`config.mk`:
```
export PLATFORM = sky130hd
export DESIGN_NAME = e203_exu_longp_wbck_src_flat
export DESIGN_NICKNAME = d
export VERILOG_FILES = /design/src/rtl/e203_exu_longp_wbck_src_if.sv /design/src/rtl/e203_exu_longp_wbck_src.sv /design/src/flat_wrapper.sv
export SDC_FILE = /design/constraint.sdc
export NUM_CORES = 1
export LEC_CHECK = 0
export BUFFER_PORTS_ARGS = -buffer_cell sky130_fd_sc_hd__buf_2
export CORE_ASPECT_RATIO = 1.4
export CORE_MARGIN = 1.5
export CORE_UTILIZATION = 44
export CTS_BUF_LIST = sky130_fd_sc_hd__clkbuf_8
export CTS_CLUSTER_SIZE = 24
export DETAILED_ROUTE_END_ITERATION = 8
export GPL_TIMING_DRIVEN = 0
export PLACE_DENSITY = 0.79
export SYNTH_ARGS = -nofsm -noshare
export SYNTH_HDL_FRONTEND = slang
export SYNTH_SLANG_ARGS = --single-unit
```
`constraint.sdc`:
```
create_clock -name clk -period 1.5 [get_ports clk]
set_input_delay 0.075 -clock clk [delete_from_list [all_inputs] [get_ports clk]]
set_output_delay 0.075 -clock clk [all_outputs]
set_load 0.05 [all_outputs]
```
`src/rtl/e203_exu_longp_wbck_src_if.sv`:
```
// Long-pipe writeback bus towards the final writeback arbiter.
//   valid  - writeback request (driven by the source)
//   ready  - arbiter accepts the writeback
//   wdat   - writeback data, FLEN wide
//   flags  - writeback flags (5 bits)
//   rdidx  - destination register index
// master: the long-pipe writeback source; slave: the arbiter.
interface e203_exu_longp_wbck_src_if #(
    parameter int unsigned FLEN    = 32,
    parameter int unsigned RFIDX_W = 5
);
    logic               valid;
    logic               ready;
    logic [FLEN-1:0]    wdat;
    logic [4:0]         flags;
    logic [RFIDX_W-1:0] rdidx;

    modport master (output valid, wdat, flags, rdidx, input ready);
    modport slave  (input valid, wdat, flags, rdidx, output ready);
endinterface

```
`src/rtl/e203_exu_longp_wbck_src.sv`:
```
// Long-pipe writeback source.
// Keeps an in-order outstanding-instruction FIFO (OITF) of {rdwen, rdidx}
// allocated at dispatch, accepts LSU / MulDiv results only for the FIFO
// head, and registers the retired result into a single output stage.
// Ports:
//   clk, rst                 - clock, synchronous active-high reset
//   disp_*                   - dispatch allocation (valid/ready, rdwen, rdidx, itag)
//   oitf_empty               - no outstanding entries
//   lsu_wbck_*, mdv_wbck_*   - result sources (valid/ready, itag, wdat)
//   longp_wbck_o             - registered writeback bus (master modport)
module e203_exu_longp_wbck_src #(
    parameter int unsigned OITF_DEPTH = 2,
    parameter int unsigned XLEN       = 32,
    parameter int unsigned FLEN       = 32,
    parameter int unsigned RFIDX_W    = 5,
    parameter int unsigned ITAG_W     = 1
) (
    input  logic                 clk,
    input  logic                 rst,

    input  logic                 disp_valid,
    output logic                 disp_ready,
    input  logic                 disp_rdwen,
    input  logic [RFIDX_W-1:0]   disp_rdidx,
    output logic [ITAG_W-1:0]    disp_itag,
    output logic                 oitf_empty,

    input  logic                 lsu_wbck_valid,
    output logic                 lsu_wbck_ready,
    input  logic [ITAG_W-1:0]    lsu_wbck_itag,
    input  logic [XLEN-1:0]      lsu_wbck_wdat,

    input  logic                 mdv_wbck_valid,
    output logic                 mdv_wbck_ready,
    input  logic [ITAG_W-1:0]    mdv_wbck_itag,
    input  logic [XLEN-1:0]      mdv_wbck_wdat,

    e203_exu_longp_wbck_src_if.master longp_wbck_o
);

    localparam logic [ITAG_W:0] PTR_ONE = (ITAG_W+1)'(1);

    // Pointers carry an extra wrap bit above the index bits.
    logic [ITAG_W:0]      wr_ptr;
    logic [ITAG_W:0]      rd_ptr;
    logic [ITAG_W-1:0]    wr_idx;
    logic [ITAG_W-1:0]    rd_idx;

    logic [OITF_DEPTH-1:0] ent_rdwen;
    logic [RFIDX_W-1:0]    ent_rdidx [OITF_DEPTH];

    logic                 empty;
    logic                 full;
    logic                 alloc;
    logic                 lsu_hit;
    logic                 mdv_hit;
    logic                 stage_en;
    logic                 ret;
    logic [FLEN-1:0]      ret_wdat;

    logic                 out_valid;
    logic [FLEN-1:0]      out_wdat;
    logic [RFIDX_W-1:0]   out_rdidx;

    assign wr_idx = wr_ptr[ITAG_W-1:0];
    assign rd_idx = rd_ptr[ITAG_W-1:0];

    assign empty = (wr_ptr == rd_ptr);
    assign full  = (wr_idx == rd_idx) && (wr_ptr[ITAG_W] != rd_ptr[ITAG_W]);

    assign disp_ready = ~full;
    assign disp_itag  = wr_idx;
    assign oitf_empty = empty;
    assign alloc      = disp_valid & ~full;

    // Only the FIFO head may retire; other results stall at their source.
    assign lsu_hit  = lsu_wbck_valid & ~empty & (lsu_wbck_itag == rd_idx);
    assign mdv_hit  = mdv_wbck_valid & ~empty & (mdv_wbck_itag == rd_idx);
    assign stage_en = ~out_valid | longp_wbck_o.ready;

    assign lsu_wbck_ready = lsu_hit & stage_en;
    assign mdv_wbck_ready = mdv_hit & ~lsu_hit & stage_en;
    assign ret            = lsu_wbck_ready | mdv_wbck_ready;

    assign ret_wdat = lsu_hit ? FLEN'(lsu_wbck_wdat) : FLEN'(mdv_wbck_wdat);

    always_ff @(posedge clk) begin
        if (alloc) begin
            ent_rdwen[wr_idx] <= disp_rdwen;
            ent_rdidx[wr_idx] <= disp_rdidx;
        end
    end

    always_ff @(posedge clk) begin
        if (rst) begin
            wr_ptr    <= '0;
            rd_ptr    <= '0;
            out_valid <= 1'b0;
            out_wdat  <= '0;
            out_rdidx <= '0;
        end else begin
            if (alloc) begin
                wr_ptr <= wr_ptr + PTR_ONE;
            end
            if (ret) begin
                rd_ptr    <= rd_ptr + PTR_ONE;
                // rdwen=0 entries retire silently: data loads, no valid pulse.
                out_valid <= ent_rdwen[rd_idx];
                out_wdat  <= ret_wdat;
                out_rdidx <= ent_rdidx[rd_idx];
            end else if (stage_en) begin
                out_valid <= 1'b0;
            end
        end
    end

    assign longp_wbck_o.valid = out_valid;
    assign longp_wbck_o.wdat  = out_wdat;
    assign longp_wbck_o.rdidx = out_rdidx;
    // Integer sources never raise FP exception flags.
    assign longp_wbck_o.flags = '0;

endmodule
```
`src/flat_wrapper.sv`:
```
// flat-port wrapper written by rule: the top's interface ports become plain ports
module e203_exu_longp_wbck_src_flat 
#(
    parameter int unsigned OITF_DEPTH = 2,
    parameter int unsigned XLEN       = 32,
    parameter int unsigned FLEN       = 32,
    parameter int unsigned RFIDX_W    = 5,
    parameter int unsigned ITAG_W     = 1
)
  (clk, rst, disp_valid, disp_ready, disp_rdwen, disp_rdidx, disp_itag, oitf_empty, lsu_wbck_valid, lsu_wbck_ready, lsu_wbck_itag, lsu_wbck_wdat, mdv_wbck_valid, mdv_wbck_ready, mdv_wbck_itag, mdv_wbck_wdat, longp_wbck_o_valid, longp_wbck_o_wdat, longp_wbck_o_flags, longp_wbck_o_rdidx, longp_wbck_o_ready);
  e203_exu_longp_wbck_src_if #(.FLEN(FLEN), .RFIDX_W(RFIDX_W)) longp_wbck_o_i ();
  input  logic clk;
  input  logic rst;
  input  logic disp_valid;
  output logic disp_ready;
  input  logic disp_rdwen;
  input  logic [RFIDX_W-1:0] disp_rdidx;
  output logic [ITAG_W-1:0] disp_itag;
  output logic oitf_empty;
  input  logic lsu_wbck_valid;
  output logic lsu_wbck_ready;
  input  logic [ITAG_W-1:0] lsu_wbck_itag;
  input  logic [XLEN-1:0] lsu_wbck_wdat;
  input  logic mdv_wbck_valid;
  output logic mdv_wbck_ready;
  input  logic [ITAG_W-1:0] mdv_wbck_itag;
  input  logic [XLEN-1:0] mdv_wbck_wdat;
  output wire logic [$bits(longp_wbck_o_i.valid)-1:0] longp_wbck_o_valid;
  output wire logic [$bits(longp_wbck_o_i.wdat)-1:0] longp_wbck_o_wdat;
  output wire logic [$bits(longp_wbck_o_i.flags)-1:0] longp_wbck_o_flags;
  output wire logic [$bits(longp_wbck_o_i.rdidx)-1:0] longp_wbck_o_rdidx;
  input wire logic [$bits(longp_wbck_o_i.ready)-1:0] longp_wbck_o_ready;
  assign longp_wbck_o_valid = longp_wbck_o_i.valid;
  assign longp_wbck_o_wdat = longp_wbck_o_i.wdat;
  assign longp_wbck_o_flags = longp_wbck_o_i.flags;
  assign longp_wbck_o_rdidx = longp_wbck_o_i.rdidx;
  assign longp_wbck_o_i.ready = longp_wbck_o_ready;
  e203_exu_longp_wbck_src #(.OITF_DEPTH(OITF_DEPTH), .XLEN(XLEN), .FLEN(FLEN), .RFIDX_W(RFIDX_W), .ITAG_W(ITAG_W)) u_core (.clk(clk), .rst(rst), .disp_valid(disp_valid), .disp_ready(disp_ready), .disp_rdwen(disp_rdwen), .disp_rdidx(disp_rdidx), .disp_itag(disp_itag), .oitf_empty(oitf_empty), .lsu_wbck_valid(lsu_wbck_valid), .lsu_wbck_ready(lsu_wbck_ready), .lsu_wbck_itag(lsu_wbck_itag), .lsu_wbck_wdat(lsu_wbck_wdat), .mdv_wbck_valid(mdv_wbck_valid), .mdv_wbck_ready(mdv_wbck_ready), .mdv_wbck_itag(mdv_wbck_itag), .mdv_wbck_wdat(mdv_wbck_wdat), .longp_wbck_o(longp_wbck_o_i));
endmodule
```
Word level (Yosys, flattened, before mapping)

Memory sizes are Yosys's and may differ from the RTL's. A register that Yosys moved wholly into a read port is not among the register bits.
Cells that the tools add are included.

Register bits after elaboration: 39
Bits in latches: 0
Memory bits (writable): 10
ROM bits: 0
Input bits: 78
Output and inout port bits: 48
Memories: 1

Add/sub/neg operators: 2
$mul: 0
Div/mod/pow operators: 0
$lt $le $gt $ge: 3
Eq/ne operators: 5
Shift operators: 0
Mux-type cells: 10
Bitwise operators: 14
Reduce and logical (&&, ||, !) cells: 3

Memories:

| memory           | depth | bits a word | read ports | clocked after Yosys merged registers in | wr ports | line                          | source |
|---|---|---|---|---|---|---|---|
| u_core.ent_rdidx | 2     | 5           | 1          | 1                                       | 1        | e203_exu_longp_wbck_src.sv:50 | `logic [RFIDX_W-1:0] ent_rdidx [OITF_DEPTH];` |

Operators with widths:

| cell                  | number |
|---|---|
| $mux W32              | 1 |
| $and A1 B1 Y1         | 8 |
| $mux W1               | 7 |
| $add A2 B1 Y2 const B | 2 |
| $lt A1 B2 Y1 const B  | 2 |
| $not A1 Y1            | 4 |
| $eq A1 B1 Y1          | 3 |
| $bwmux W2             | 1 |
| $eq A2 B2 Y1          | 1 |
| $logic_and A1 B1 Y1   | 2 |
| $or A1 B1 Y1          | 2 |
| $reduce_bool A2 Y1    | 1 |
| $demux W1 S1          | 1 |
| $ge A1 B1 Y1 const B  | 1 |
| $ne A1 B1 Y1          | 1 |

Depth between registers and ports, before layout

Depth after elaboration: 9
Gate-level depth with buffers: 8
Depth with buffers taken out: 4

Worst setup path after synthesis

OpenSTA, ideal clock, no wires.

Path type: reg2out
Start point: register u_core.wr_ptr[0]
End point: output port mdv_wbck_ready
Arrival: 2.180 ns
Required time: 1.425 ns
Path slack: -0.755 ns
Cell stages (with the launch flop): 7
Path buffers: 2
Cell sequence: dfxtp_1 > xor2_2 > o21ba_1 > buf_4 > buf_2 > nand2_1 > nor2_1

Cells in the longest elaborated chain, start to end: 7
Elaborated cells between the ends (all ways): 9
Those cells by class: eq/ne: 1; bitwise: 8

RTL lines:

| what                            | line                                                         | source |
|---|---|---|
| start, declared                 | e203_exu_longp_wbck_src.sv:44                                | `logic [ITAG_W:0] wr_ptr;` |
| start signal, assigned          | e203_exu_longp_wbck_src.sv:103                               | `wr_ptr <= wr_ptr + PTR_ONE;` |
| $eq A2 B2 Y1 (*)                | e203_exu_longp_wbck_src.sv:68                                | `assign empty = (wr_ptr == rd_ptr);` |
| $not A1 Y1 (*)                  | e203_exu_longp_wbck_src.sv:77, e203_exu_longp_wbck_src.sv:78 |  |
| $and A1 B1 Y1 (2 in series)     | e203_exu_longp_wbck_src.sv:77                                | `assign lsu_hit = lsu_wbck_valid & ~empty & (lsu_wbck_itag == rd_idx);` |
| $not A1 Y1                      | e203_exu_longp_wbck_src.sv:82                                | `assign mdv_wbck_ready = mdv_hit & ~lsu_hit & stage_en;` |
| $and A1 B1 Y1 (*) (2 in series) | e203_exu_longp_wbck_src.sv:82                                |  |
| end, declared                   | flat_wrapper.sv:25                                           | `output logic mdv_wbck_ready;` |

Every way passes the cells marked *; elsewhere a longest branch is shown, timed or not.

Worst setup path in the final report

Start point: register u_core.wr_ptr[1]
End point: register u_core.out_wdat[20], in the netlist u_core.longp_wbck_o.wdat[20]

Cells in the longest elaborated chain, start to end: 8
Elaborated cells between the ends (all ways): 12
Those cells by class: eq/ne: 1; mux: 1; bitwise: 10

RTL lines:

| what                        | line                                                         | source |
|---|---|---|
| $eq A2 B2 Y1 (*)            | e203_exu_longp_wbck_src.sv:68                                |  |
| $not A1 Y1 (*)              | e203_exu_longp_wbck_src.sv:77, e203_exu_longp_wbck_src.sv:78 |  |
| $and A1 B1 Y1 (2 in series) | e203_exu_longp_wbck_src.sv:77                                |  |
| $not A1 Y1                  | e203_exu_longp_wbck_src.sv:82                                |  |
| $and A1 B1 Y1 (2 in series) | e203_exu_longp_wbck_src.sv:82                                |  |
| $or A1 B1 Y1                | e203_exu_longp_wbck_src.sv:83                                | `assign ret = lsu_wbck_ready \| mdv_wbck_ready;` |
| end signal, assigned        | e203_exu_longp_wbck_src.sv:109                               | `out_wdat <= ret_wdat;` |
| end, declared               | e203_exu_longp_wbck_src.sv:62                                | `logic [FLEN-1:0] out_wdat;` |

Marks and branches as above.
A chain may end at the register's enable or synchronous reset.

==> run summary <==
Final period util - 1.16
final setup vio count - 42
dpl hpwl - 5110 um
hold slack - 0.110 ns
number of global-route vias before repair - 2340
Vias - 2479
max_slew headroom - 0.521
Hold Crit Class - in -> reg
DRT Pass-1 Iters - 4
Post-synth EDFFs - 12
area grow syn2layout - 48.6%
Gate Count Post-Synth - 237
CTS tree - yes
PwrDens - 2340 mW/mm^2
Mapped Avg Cell Area - 11.6 um^2
largest net degree at the start of global routing - 18
CTS max path bufs - 2
first-pass GRT wire length - 11300 um
routed length per instance - 16.0 um
Synth Warn # - 0
max-cap viol count - 0
ys flop type - dfxtp_1
failing checks - setup timing
vias per cell - 5.33
DRT antenna net count - 0
synthesized cell area - 0.00274 mm^2
unrepaired setup endpoints after global routing - true
critical path arrival - 1.92 ns
Final Hold Viols - 0
Register Area - 0.00122 mm^2
area of the die - 0.00671 mm^2
Final min period - 1.74 ns
clock slew at reported path FFs - 0.09 ns
GPL Wtd Cong - 0.800
CTS sink cnt - 54
I/O pin count - 126
Initial Util - 0.461
Worst setup SP type - register
remaining global-route overflow - 0
clock insertion delay at the later pin of the skew report - 0.31 ns
Peak supply drop - 0.00145 V
DRC errors left - 0
Clk Tree Root Cell - clkbuf_8
initial antenna violation count - 0
initial drt markers - 91
Crit. End Element - register
DP Area - 0.00348 mm^2
synth unique cells - 34
Final Slew Violations - 0
final worst slack - -0.241 ns
share of layout cells above drive strength 1 - 0.597
Slew @ Worst Pin - 0.719 ns
# fillers - 457
Worst path slowest cell - dfxtp_2
CORE AREA - 0.00595 mm^2
asr flop ratio synth - 0
Worst path max stage delay - 0.36 ns
Post-layout nets - 472
area of the multi-input gates - 0.00149 mm^2
f_max - 574 MHz
GRT Resource Usage Total - 0.213
routed wire length - 7430 um
WP data required - 1.68 ns
Pleak - 1.85 nW
maximum fanout along the worst path - 6
height of the die - 96.4 um
worst-path cell chain - xor2_2 -> buf_4 -> o211ai_4 -> buf_8 -> buf_12 -> mux2i_4 -> a211oi_2
Tot Pwr - 9.53 mW
diodes inserted - 0
die width - 69.7 um
Critical Setup Path Class - reg -> reg
CTS HTree Levels - 2
post-synthesis register bit count - 54
Site Rows - 33
Port Buf Inserts - 119
Final Cell Area - 0.00407 mm^2
Seq/Total Area, Yosys - 0.439
Layout Skew - 0.00763 ns
CTS buffer count - 5
status - finished with violations
## per-layer routing
metal	GRT usage	up-vias	wire [um]
met5	0	-	0
met4	0.101	0	232
met3	0.0356	19	329
met2	0.391	82	3890
met1	0.243	1165	2980
li1	-	1213	-
## per-stage QoR
step | instances | setup TNS (ns) | util | worst slack [ns]
CTS | 463 | -5.83 | 0.669 | -0.219
finish | 465 | -6.41 | 0.685 | -0.241
global route | 465 | -9.15 | 0.685 | -0.296
floorplan | 241 | -2.48 | - | -0.0822
detailed placement | 430 | -9.16 | 0.585 | -0.291
global placement | 430 | -7.65 | 0.585 | -0.251
## cells in the mapped netlist (2+ instances only)
cell | number | share of area
dfxtp_1 | 42 | 0.31
a31oi_1 | 38 | 0.087
mux2i_1 | 37 | 0.14
a211oi_2 | 30 | 0.14
edfxtp_1 | 12 | 0.13
clkbuf_1 | 11 | 0.015
buf_4 | 10 | 0.027
nor2_1 | 8 | 0.011
a211oi_1 | 7 | 0.019
buf_2 | 5 | 0.0091
buf_12 | 3 | 0.022
nand2_1 | 3 | 0.0041
nor2b_1 | 3 | 0.0069
buf_1 | 2 | 0.0027
inv_1 | 2 | 0.0027
mux2_2 | 2 | 0.0082
nand3_1 | 2 | 0.0037
xnor2_1 | 2 | 0.0064
xor2_1 | 2 | 0.0064
xor2_2 | 2 | 0.012
## sequential cells by signal (all words and copies together), names as in the netlist
signal,flops
u_core.longp_wbck_o.wdat,32
u_core.longp_wbck_o.valid,1
u_core.ent_rdwen,2
u_core.rd_ptr,2
u_core.wr_ptr,2
u_core.longp_wbck_o.rdidx,5
u_core.ent_rdidx,10
## critical path: cells and delay by family, from the launching register on
kind                   cells  cell delay [ns]
flip-flops                 1             0.36
multiplexers               1             0.23
buffers and inverters      3             0.47
XOR/XNOR                   1             0.18
AO/OA/AOI/OAI              2             0.36
## final cells by class
cell class,instances,share of cell area
multi-input cells,153,0.366
flip-flops and latches,54,0.299
repair buffers,150,0.238
plain buffers,28,0.0513
well taps,70,0.0215
clock buffers,5,0.0169
clock inverters,3,0.00523
inverters,2,0.00184
## cell families (layout without fill, tap and decap cells)
kind of cell / Yosys count / after routing / share of synthesized area
other: 1 / 5 / 0.00137
buffers and inverters: 34 / 188 / 0.0845
multiplexers: 39 / 39 / 0.143
flip-flops: 54 / 54 / 0.439
XOR/XNOR: 6 / 6 / 0.0247
AO/OA/AOI/OAI: 83 / 83 / 0.271
AND/OR/NAND/NOR: 20 / 20 / 0.0365
## where the power goes
part           internal, mW  leakage, nW  switching [mW]  total, mW
clock network         0.329       0.0441           0.495      0.824
registers              1.89        0.460           0.216       2.10
logic                  2.95         1.34            3.65       6.60
total                  5.16         1.85            4.36       9.53
## cells in the final DEF (no fill, tap or decap), types with 5 or more instances in the layout
cell type        n
mux2i_2          6
dfxtp_1         37
buf_6           11
mux2i_1         27
buf_2          117
conb_1           5
a211oi_1         5
dlygate4sd3_1    6
clkbuf_8         5
a211oi_2        32
a31oi_1         36
edfxtp_1        12
buf_4           23
clkbuf_1        10
## final timing paths
kind | slack [ns] | end | depth (start not counted) | startpoint
setup / recovery | -0.24 | u_core.longp_wbck_o.wdat[20] | 7 | u_core.wr_ptr[1]
hold / removal | 0.11 | u_core.longp_wbck_o.valid | 4 | longp_wbck_o_ready
setup reg to reg | -0.24 | u_core.longp_wbck_o.wdat[20] | 7 | u_core.wr_ptr[1]
hold reg to reg | 0.55 | u_core.longp_wbck_o.wdat[26] | 2 | u_core.longp_wbck_o.wdat[26]
## what timing repair did
| item | 4_1_cts | 5_1_grt |
|---|---|---|
| endpoints found under the hold margin | 12 | 0 |
| pin swaps | 13 | 6 |
| cloned | 2 | 0 |
| gates resized for setup | 43 | 19 |
| setup buffers | 21 | 3 |
| endpoints found under the setup margin | 48 | 56 |
| hold buffers | 6 | 0 |
No activity file was read; power rests on OpenSTA's default activity.
